`src/rtl/demux1x4_stream_if.sv`:
```
// Stream bundle for the 1-to-4 demux: one input lane, four output lanes.
// out_cnt is present only when DEMUX_CNT_EN is defined.
interface demux1x4_stream_if #(
  parameter int W  = 2,
  parameter int CW = 8
);
  logic [W-1:0]   in_data;
  logic [1:0]     in_sel;
  logic           in_valid;
  logic           in_ready;
  logic [4*W-1:0] out_data;
  logic [3:0]     out_valid;
  logic [3:0]     out_ready;
`ifdef DEMUX_CNT_EN
  logic [4*CW-1:0] out_cnt;

  modport master (
    output in_data, in_sel, in_valid, out_ready,
    input  in_ready, out_data, out_valid, out_cnt
  );
  modport slave (
    input  in_data, in_sel, in_valid, out_ready,
    output in_ready, out_data, out_valid, out_cnt
  );
`else
  modport master (
    output in_data, in_sel, in_valid, out_ready,
    input  in_ready, out_data, out_valid
  );
  modport slave (
    input  in_data, in_sel, in_valid, out_ready,
    output in_ready, out_data, out_valid
  );
`endif

  if (W < 1 || CW < 1) begin : g_bad_param
    $error("demux1x4_stream_if: W and CW must be >= 1");
  end
endinterface

```
`src/rtl/demux1x4_stream.sv`:
```
// 1-to-4 stream demux, one registered slot per channel.
// Optional per-channel load counters under DEMUX_CNT_EN.
module demux1x4_stream #(
  parameter int W  = 2,
  parameter int CW = 8
) (
  input logic clk,
  input logic rst_n,
  demux1x4_stream_if.slave s
);
  logic [3:0]   full;
  logic [3:0]   load;
  logic [3:0]   drain;
  logic [W-1:0] data_q [4];
  logic         rdy;

  // A slot can take a new beat if empty or emptying this cycle
  assign rdy = rst_n
             & (~full[s.in_sel] | s.out_ready[s.in_sel]);
  assign s.in_ready  = rdy;
  assign s.out_valid = full;

  always_comb begin
    load  = '0;
    drain = full & s.out_ready;
    for (int k = 0; k < 4; k++) begin
      load[k] = s.in_valid & rdy
              & (s.in_sel == 2'(k));
    end
  end

  always_ff @(posedge clk or negedge rst_n) begin
    if (!rst_n) begin
      full <= '0;
      for (int k = 0; k < 4; k++) begin
        data_q[k] <= '0;
      end
    end else begin
      for (int k = 0; k < 4; k++) begin
        if (load[k]) begin
          data_q[k] <= s.in_data;
          full[k]   <= 1'b1;
        end else if (drain[k]) begin
          full[k]   <= 1'b0;
        end
      end
    end
  end

  always_comb begin
    s.out_data = '0;
    for (int k = 0; k < 4; k++) begin
      s.out_data[k*W +: W] = data_q[k];
    end
  end

`ifdef DEMUX_CNT_EN
  logic [CW-1:0] cnt [4];

  always_ff @(posedge clk or negedge rst_n) begin
    if (!rst_n) begin
      for (int k = 0; k < 4; k++) begin
        cnt[k] <= '0;
      end
    end else begin
      for (int k = 0; k < 4; k++) begin
        if (load[k]) begin
          cnt[k] <= cnt[k] + CW'(1);
        end
      end
    end
  end

  always_comb begin
    s.out_cnt = '0;
    for (int k = 0; k < 4; k++) begin
      s.out_cnt[k*CW +: CW] = cnt[k];
    end
  end
`endif

  if (W < 1 || CW < 1) begin : g_bad_param
    $error("demux1x4_stream: W and CW must be >= 1");
  end
endmodule

```
`src/flat_wrapper.sv`:
```
// flat-port wrapper written by rule: the top's interface ports become plain ports
module demux1x4_stream_flat 
#(
  parameter int W  = 2,
  parameter int CW = 8
)
  (clk, rst_n, s_in_data, s_in_sel, s_in_valid, s_out_ready, s_in_ready, s_out_data, s_out_valid);
  demux1x4_stream_if #(.W(W), .CW(CW)) s_i ();
  input logic clk;
  input logic rst_n;
  input wire logic [$bits(s_i.in_data)-1:0] s_in_data;
  input wire logic [$bits(s_i.in_sel)-1:0] s_in_sel;
  input wire logic [$bits(s_i.in_valid)-1:0] s_in_valid;
  input wire logic [$bits(s_i.out_ready)-1:0] s_out_ready;
  output wire logic [$bits(s_i.in_ready)-1:0] s_in_ready;
  output wire logic [$bits(s_i.out_data)-1:0] s_out_data;
  output wire logic [$bits(s_i.out_valid)-1:0] s_out_valid;
  assign s_i.in_data = s_in_data;
  assign s_i.in_sel = s_in_sel;
  assign s_i.in_valid = s_in_valid;
  assign s_i.out_ready = s_out_ready;
  assign s_in_ready = s_i.in_ready;
  assign s_out_data = s_i.out_data;
  assign s_out_valid = s_i.out_valid;
  demux1x4_stream #(.W(W), .CW(CW)) u_core (.clk(clk), .rst_n(rst_n), .s(s_i));
endmodule
```
`config.mk`:
```
export PLATFORM = sky130hd
export DESIGN_NAME = demux1x4_stream_flat
export DESIGN_NICKNAME = d
export VERILOG_FILES = /design/src/rtl/demux1x4_stream_if.sv /design/src/rtl/demux1x4_stream.sv /design/src/flat_wrapper.sv
export SDC_FILE = /design/constraint.sdc
export NUM_CORES = 1
export LEC_CHECK = 0
export CORE_AREA = 2 2 39 41
export DETAILED_ROUTE_END_ITERATION = 7
export DIE_AREA = 0 0 41 43
export GPL_ROUTABILITY_DRIVEN = 1
export HOLD_SLACK_MARGIN = 0.06
export PLACE_DENSITY = 0.86
export SYNTH_ARGS = -nofsm -noshare
export SYNTH_HDL_FRONTEND = slang
export SYNTH_SLANG_ARGS = --single-unit
```
`constraint.sdc`:
```
create_clock -name clk -period 2.2 [get_ports clk]
set_input_delay 0.66 -clock clk [delete_from_list [all_inputs] [get_ports clk]]
set_output_delay 0.66 -clock clk [all_outputs]
set_load 0.01 [all_outputs]
```
==> Yosys cells after proc, flatten, opt, wreduce, memory -nomap -nowiden <==
Cells that the tools add are included.
{ "totals": {"reg_bits": 12, "latchBits": 0, "ram_bits": 0, "mem_bits_ro": 0, "in_bits": 11, "output_inout_bits": 13, "wordCells": 38, "mem_count": 0} }
{ "classes": {"addsub": 0, "mul": 0, "div": 0, "n_lt_le_gt_ge": 1, "eq_ne": 3, "shift": 0, "mux": 12, "bitwise": 9, "n_reduce_logical": 5} }
{ "op_table": {"columns": ["operator", "n"], "rows": [
  ["$mux 1", 10],
  ["$reduce_bool 2->1", 4],
  ["$and 1x1->1", 6],
  ["$and 4x4->4", 1],
  ["$bmux 1 s2", 2],
  ["$eq 2x2->1 const B", 2],
  ["$lt 2x3->1 const B", 1],
  ["$eq 2x1->1 const B", 1],
  ["$logic_not 2->1", 1],
  ["$not 1->1", 1],
  ["$or 1x1->1", 1]
]} }

==> Logic depth before layout (Yosys ltp) <==
Gate-level depths: netlist of the first run.
{ "logic_depth": {"ltp_word": 8, "mapped_depth": 3, "depth_no_buf": 3} }

==> Worst setup path after synthesis of the first run <==
Ideal clock, no wire load.
{ "synth_timing": {"path_type": "in2out", "startpoint": "input port s_out_ready[0]", "endpoint": "output port s_in_ready", "t_arrival_ps": 1186, "required_time_ps": 1540, "slack_ps": 354, "cell_stages": 3, "n_path_buf": 0, "path_cell_list": "nand2b_1 o311ai_0 a21oi_1"} }
{ "synth_via": {"elab_chain_len": 4} }
{ "synth_rtl": {"columns": ["element", "line_no", "source"], "rows": [
  ["start: declaration", "flat_wrapper.sv:14", "input wire logic [$bits(s_i.out_ready)-1:0] s_out_ready;"],
  ["$bmux 1 s2", "demux1x4_stream.sv:19", "& (~full[s.in_sel] | s.out_ready[s.in_sel]);"],
  ["$mux 1 (implied by the code)", "demux1x4_stream.sv:19", null],
  ["$or 1x1->1", "demux1x4_stream.sv:19", null],
  ["$and 1x1->1", "demux1x4_stream.sv:19", null],
  ["end: declaration", "flat_wrapper.sv:15", "output wire logic [$bits(s_i.in_ready)-1:0] s_in_ready;"]
]} }
No other way between the ends. The select of a mux whose other input is x is not followed.

==> Final worst setup path of the first run <==
{ "layout_timing": {"startpoint": "input port s_in_sel[1]", "endpoint": "output port s_in_ready"} }
{ "layout_via": {"elab_chain_len": 5, "word_cells_on_any_way": 7, "cone_classes": "4 x mux; 3 x bitwise"} }
{ "layout_rtl": {"columns": ["element", "line_no", "source"], "rows": [
  ["start: declaration", "flat_wrapper.sv:12", "input wire logic [$bits(s_i.in_sel)-1:0] s_in_sel;"],
  ["$bmux 1 s2", "demux1x4_stream.sv:19", null],
  ["$mux 1 (implied by the code)", "demux1x4_stream.sv:19", null],
  ["$not 1->1", "demux1x4_stream.sv:19", null],
  ["$or 1x1->1 *", "demux1x4_stream.sv:19", null],
  ["$and 1x1->1 *", "demux1x4_stream.sv:19", null]
]} }
Every way passes the cells marked *; elsewhere a longest branch is shown, timed or not. The select of a mux whose other input is x is not followed.

==> qor.csv, run 1 <==
metric,value,unit
setup_ws_final,0.09678,ns
grt_usage,0.1566,
yosysWarnings,0,
synth-edff-count,0,
grt_pass1_vias,444,
num-nets-final,86,
finish.utilization,0.6456,
dp_hpwl,827.7,um
outcome,completed,
synth.top_cells.by_count,"sky130_fd_sc_hd__dfrtp_1, sky130_fd_sc_hd__mux2_2, sky130_fd_sc_hd__nand2b_1, sky130_fd_sc_hd__nand2_1, sky130_fd_sc_hd__nand3_1",
grt_pass1_wl,1828,um
io_buffers,23,
num_rows,14,
yosys_register_bits,12,
synth-seq-area-share,0.5701,
ys_dominant_reg_cell,sky130_fd_sc_hd__dfrtp_1,
drt_first_pass_iters,4,
clock_latency,0.27,ns
criticalPathCategory,input port to output port,
core_area,1384,um2
root_buffer,sky130_fd_sc_hd__clkbuf_4,
layout_cells_sized_above_1,0.3784,
total_placed_cells_including_tap_cells,84,
die_h,43,um
route.final.wire_length,1159,um
synth_area,526.8,um2
max_cap_violations,0,
timing.max_slew.rel_slack,0.8330,
timing.final.hold_violations,0,
fin_crit,2.103,ns
diodes,0,
holdCritPathClass,input port to asynchronous set/reset pin,
maxClockFrequency,475.5,MHz
cp.required,1.54,ns
die_w,41,um
antenna_found_initial,0,
drt-vias-per-instance,4.978,
gr-total-overflow,0,
yosysUniqueCellTypes,17,
dp_slack,-0.5365,ns
finalSetupViolations,0,
crit_fanout,3,
synthesized_net_count,50,
cts.sink_count,12,
yosys.cell_count.top_type,sky130_fd_sc_hd__dfrtp_1,
finClkSkew,0.006110,ns
power_density,707.6,nW/um2
end_kind,output port,
synth_top_area_share,0.5701,
gpl.final_weighted_congestion,0.6643,
drt.antenna.violating_nets,0,
syn_area_per_cell,13.51,um2
detailroute.via_count,448,
final.setup.tns,0,ns
ctsLongestPathBuffers,2,
synthTopCellsByArea,"sky130_fd_sc_hd__dfrtp_1, sky130_fd_sc_hd__mux2_2, sky130_fd_sc_hd__nand2b_1",
maximum_number_of_pins_on_one_net_before_global_route_repair,16,
routedWlPerCell,12.88,um
post_synth_inst_count,39,
cp.arrival,1.44,ns
cts_max_level,1,
synth_area_leader_cell,sky130_fd_sc_hd__dfrtp_1,
die_area,1763,um2
layoutNonFillerInstCount,90,
worst_slew_pin_slew,0.2500,ns
cts_inserted_buffers,3,
post_detailed_route_drc_marker_count,0,
final-max-slew-violation-count,0,
drt-initial-drc-count,6,
final_min_period_over_clock_period,0.9560,
path_clk_slew,0.08,ns
setup.worst_path.start_class,input port,
initial_core_util,0.3807,
ios,24,
grt_setup_unrepaired,no,
asyncSetResetFlopFracSynth,1.000,
leakage,0.4180,nW
layout-area-overhead-vs-synth,69.60,%
vdd_drop_max,0.0003670,V
clock_tree_from_tritoncts,yes,
setup.reg_to_reg.worst_slack,0.86,ns
worst paths after layout:
check                                        end                  start  cells past startpoint
max                                   s_in_ready            s_in_sel[1]                      5
min                        u_core.s.out_valid[0]                  rst_n                      2
max reg2reg                 u_core.s.out_data[4]  u_core.s.out_valid[2]                      5
min reg2reg                 u_core.s.out_data[0]   u_core.s.out_data[0]                      1
max in group asynchronous   u_core.s.out_data[4]                  rst_n                      2
min in group clk            u_core.s.out_data[0]   u_core.s.out_data[0]                      1
power breakdown:
group          internal, W  switching (W)  total (W)
clock             0.000101      0.0000749   0.000175
combinational     0.000116      0.0000634   0.000179
sequential        0.000258      0.0000199   0.000277
total             0.000474       0.000158   0.000632
layer usage:
metal	global-route usage	vias to the layer above	wire [um]	share of wire
met5	0	-	0	0
met4	0.1000	0	27	0.023
met3	0.03665	4	106	0.091
met2	0.2500	21	553	0.48
met1	0.1747	212	471	0.41
li1	-	211	-	-
cells in the final DEF (no fill, tap or decap):
cell | synthesis | routed
sky130_fd_sc_hd__o21ai_0 | 1 | 1
sky130_fd_sc_hd__nor3b_2 | 1 | 1
sky130_fd_sc_hd__nor2b_1 | 1 | 1
sky130_fd_sc_hd__and3_1 | 1 | 1
sky130_fd_sc_hd__nand4bb_1 | 1 | 1
sky130_fd_sc_hd__or2_2 | 1 | 1
sky130_fd_sc_hd__dlymetal6s2s_1 | 0 | 1
sky130_fd_sc_hd__nand4_1 | 1 | 1
sky130_fd_sc_hd__a21oi_1 | 1 | 1
sky130_fd_sc_hd__buf_4 | 0 | 8
sky130_fd_sc_hd__nand3_1 | 2 | 2
sky130_fd_sc_hd__dlygate4sd2_1 | 0 | 6
sky130_fd_sc_hd__mux2_2 | 8 | 8
sky130_fd_sc_hd__nor3b_4 | 1 | 1
sky130_fd_sc_hd__nand2_1 | 2 | 2
sky130_fd_sc_hd__nand2b_4 | 0 | 3
sky130_fd_sc_hd__dfrtp_1 | 12 | 12
sky130_fd_sc_hd__mux2i_1 | 1 | 1
sky130_fd_sc_hd__clkbuf_4 | 0 | 3
sky130_fd_sc_hd__nor2_1 | 1 | 1
sky130_fd_sc_hd__buf_2 | 0 | 1
sky130_fd_sc_hd__clkdlybuf4s50_1 | 0 | 15
sky130_fd_sc_hd__clkbuf_8 | 0 | 1
sky130_fd_sc_hd__o311ai_2 | 0 | 1
sequential cells by signal, summed over array words and instances (netlist names):
signal and count:
u_core.s.out_data 8, u_core.s.out_valid 4
metrics by stage:
step / instance area (um2) / hold WS [ns] / total power (W)
6_report: 893.4 / 0.3719 / 0.0006322
5_1_grt: 893.4 / 0.3939 / 0.0006598
4_1_cts: 890.9 / 0.5087 / 0.0006357
3_5_place_dp: 822.0 / 0.4912 / 0.0004594
3_3_place_gp: 822.0 / 0.4874 / 0.0004555
2_1_floorplan: 526.8 / 0.3644 / 0.0003403
what timing repair did:
action | 4_1_cts | 5_1_grt
pin swaps | 3 | 1
endpoints found under the setup margin | 1 | 1
hold buffers | 0 | 0
setup buffers | 2 | 0
gates resized for setup | 15 | 1
layout make-up:
type / count / area [um2]
multi-input combinational: 27 / 256.5
sequential: 12 / 300.3
tap: 16 / 20.02
clock buffer: 4 / 36.28
timing repair buffer: 31 / 280.3
fill: 108 / 490.5
critical path, cell delays in order:
cell,delay (ns)
sky130_fd_sc_hd__dlygate4sd2_1,0.25
sky130_fd_sc_hd__nand4bb_1,0.16
sky130_fd_sc_hd__o311ai_2,0.10
sky130_fd_sc_hd__a21oi_1,0.12
sky130_fd_sc_hd__buf_2,0.14
logic make-up (layout without fill, tap and decap cells):
kind of cell | after synthesis | in the layout | share of synthesized area
AOI/OAI and AO/OA | 3 | 3 | 0.03561
buffers and inverters | 0 | 35 | 0
DFF | 12 | 12 | 0.5701
muxes | 9 | 9 | 0.1900
and+or+nand+nor | 15 | 15 | 0.2043
No activity file was read; power rests on OpenSTA's default activity.
==> run 2, diff against run 1 <==
- ABC_AREA: unset -> 1
- CORE_AREA: 2 2 39 41 -> unset
- CORE_MARGIN: unset -> 2
- CORE_UTILIZATION: unset -> 45
- DIE_AREA: 0 0 41 43 -> unset
- PLACE_DENSITY: 0.86 -> 0.9
==> run 2 against run 1 <==
  * Fmax down 1.2%
  * Sequential power about the same
  * Die area down 1.7%
  * Final area up 4.8%
  * Area after synthesis up 21%
  * Sequential cell count unchanged
  * Non-clock buffer count down 1
  * Wire length up 26%
  * Setup slack worse by 0.026 ns
==> qor.csv, run 2 <==
metric,value,unit,change
most_common_cell_after_layout_fill_and_taps_aside,sky130_fd_sc_hd__nand2_1,,
timing.max_slew.rel_slack,0.8432,,+0.01019
largest_register_ffs,8,,unchanged
dpl-instance-area,919.6,um2,+12%
die_area,1732,um2,-1.7%
cp.arrival,1.47,ns,+0.03 ns
synth.top_cells.by_count,"sky130_fd_sc_hd__nand2_1, sky130_fd_sc_hd__dfrtp_1, sky130_fd_sc_hd__inv_1, sky130_fd_sc_hd__nor2_2",,
maxClockFrequency,469.6,MHz,-1.2%
maximum_number_of_pins_on_one_net_before_global_route_repair,18,,+2
grt_usage,0.1883,,+0.03170
grt_pass1_wl,2525,um,+38%
worst_slew_pin_slew,0.2345,ns,-0.01550 ns
route.final.wire_length,1459,um,+26%
yosys_register_bits,12,,unchanged
drt_first_pass_iters,4,,unchanged
clock_tree_from_tritoncts,yes,,
crit_fanout,7,,+4
synth_area,636.9,um2,+21%
holdCritPathClass,flip-flop to flip-flop,,
ys_dominant_reg_cell,sky130_fd_sc_hd__dfrtp_1,,
gr-total-overflow,0,,unchanged
synthesized_net_count,93,,+86%
synth-seq-area-share,0.4715,,-0.09856
final_min_period_over_clock_period,0.9679,,+0.01185
max_cap_violations,0,,unchanged
synth_area_leader_cell,sky130_fd_sc_hd__dfrtp_1,,
diodes,0,,unchanged
drt-vias-per-instance,4.969,,-0.18%
layoutNonFillerInstCount,129,,+43%
timing.final.hold_violations,0,,unchanged
r2r_cells,9,,+4
criticalPathCategory,input port to output port,,
dp_hpwl,1139,um,+38%
outcome,completed,,
synth-edff-count,0,,unchanged
drt.antenna.violating_nets,0,,unchanged
leakage,0.4748,nW,+14%
power_density,650.3,nW/um2,-8.1%
layout_cells_sized_above_1,0.2193,,-0.1591
syn_area_per_cell,7.767,um2,-42%
post_detailed_route_drc_marker_count,0,,unchanged
io_buffers,23,,unchanged
drt-initial-drc-count,19,,+13
yosys.cell_count.top_type,sky130_fd_sc_hd__nand2_1,,
final-max-slew-violation-count,0,,unchanged
setup.worst_path.start_class,input port,,
post_synth_inst_count,82,,+110%
yosysUniqueCellTypes,15,,-2
die_w,41.62,um,+1.5%
root_buffer,sky130_fd_sc_hd__clkbuf_4,,
most-common-layout-cells,"sky130_fd_sc_hd__nand2_1, sky130_fd_sc_hd__clkdlybuf4s50_1, sky130_fd_sc_hd__dfrtp_1, sky130_fd_sc_hd__inv_1, sky130_fd_sc_hd__buf_4",,
cts_max_level,1,,unchanged
cp.required,1.54,ns,about the same
antenna_found_initial,0,,unchanged
routedWlPerCell,11.31,um,-12%
finClkSkew,0.004398,ns,-0.001712 ns
detailroute.via_count,641,,+43%
min_delay_path_depth,2,,
yosysWarnings,0,,unchanged
synth_top_area_share,0.4715,,-0.09856
ctsLongestPathBuffers,2,,unchanged
whs,0.4831,ns,+0.1112 ns
core_area,1318,um2,-4.8%
layout-area-overhead-vs-synth,46.95,%,
cts.sink_count,12,,unchanged
stdcell_area,935.9,um2,+4.8%
num-nets-final,127,,+48%
asyncSetResetFlopFracSynth,1.000,,unchanged
vdd_drop_max,0.0005113,V,+39%
total_placed_cells_including_tap_cells,125,,+49%
finalSetupViolations,0,,unchanged
die_h,41.62,um,-3.2%
initial_core_util,0.4834,,+0.1027
num_rows,13,,-1
clock_latency,0.27,ns,about the same
path_clk_slew,0.06,ns,-0.02 ns
synthTopCellsByArea,"sky130_fd_sc_hd__dfrtp_1, sky130_fd_sc_hd__nand2_1, sky130_fd_sc_hd__nor2_2",,
ios,24,,unchanged
gpl.final_weighted_congestion,0.8383,,+26%
end_kind,output port,,
fin_crit,2.129,ns,+0.02606 ns
n_fill_cell,106,,-1.9%
cts_inserted_buffers,3,,unchanged
grt_pass1_vias,621,,+40%
run 2: changes by cell type after synthesis, sizes merged, moves of 3 or more:
cell	change
nor2	+7
nand2	+36
nand2b	-3
inv	+10
o21ai	+3
nand4	+3
mux2	-8
run 2: kinds of logic after synthesis:
logic type | after synthesis | share of synthesized area
AO/OA/AOI/OAI | 5 | 0.04323
buffers and inverters | 11 | 0.08055
AND/OR/NAND/NOR | 54 | 0.4047
flip-flops | 12 | 0.4715
run 2: layout make-up:
type	instances	area, um2	share of cell area
Clock buffer	3	22.52	0.02406
Inverter	10	40.04	0.04278
Multi-Input combinational cell	59	285.3	0.3048
Sequential cell	12	300.3	0.3209
Tap cell	15	18.77	0.02005
Timing Repair Buffer	30	269.0	0.2874
run 2: repair_timing:
item / in CTS / in global routing
setup endpoints to repair: 1 / 1
hold buffers: 0 / 0
pin swaps: 2 / 1
buffers inserted: 0 / 1
gates resized for setup: 15 / 2
gates cloned: 0 / 0
run 2: critical path, cell delays in order:
cell                              delay, ns
sky130_fd_sc_hd__clkdlybuf4s15_2       0.24
sky130_fd_sc_hd__nor2_2                0.11
sky130_fd_sc_hd__nand2_1               0.07
sky130_fd_sc_hd__nand2_1               0.08
sky130_fd_sc_hd__nor2_2                0.04
sky130_fd_sc_hd__a21boi_1              0.11
sky130_fd_sc_hd__buf_2                 0.14
run 2: metrics by stage:
step,total power [W],util,setup TNS (ns),worst slack (ns)
2_1_floorplan,0.0003581,-,0,0.2028
3_3_place_gp,0.0004790,0.6980,-0.7999,-0.7464
3_5_place_dp,0.0004846,0.6980,-1.292,-0.8128
4_1_cts,0.0006124,0.7094,0,0.03444
5_1_grt,0.0006427,0.7104,-0.02602,-0.02602
6_report,0.0006086,0.7104,0,0.07072
run 2: power breakdown:
part           switching, W  internal, W
logic             0.0000912     0.000109
registers         0.0000210     0.000257
clock network     0.0000671    0.0000634
total              0.000179     0.000429
run 2: path summary, 6_finish.rpt:
kind	from	end	slack (ns)
max	s_in_sel[1]	s_in_ready	0.07
min	u_core.s.out_data[6]	u_core.s.out_data[6]	0.48
min in group asynchronous	rst_n	u_core.s.out_valid[1]	0.73
max reg2reg	u_core.s.out_valid[1]	u_core.s.out_data[5]	0.90
min reg2reg	u_core.s.out_data[6]	u_core.s.out_data[6]	0.48
max in group asynchronous	rst_n	u_core.s.out_valid[2]	1.28
run 2: metal layers:
metal / wire length (um) / vias up / track usage
met4: 40 / 0 / 0.1032
met1: 645 / 293 / 0.2451
li1: - / 321 / -
met2: 715 / 20 / 0.2875
met3: 57 / 7 / 0.04348
met5: 0 / - / 0
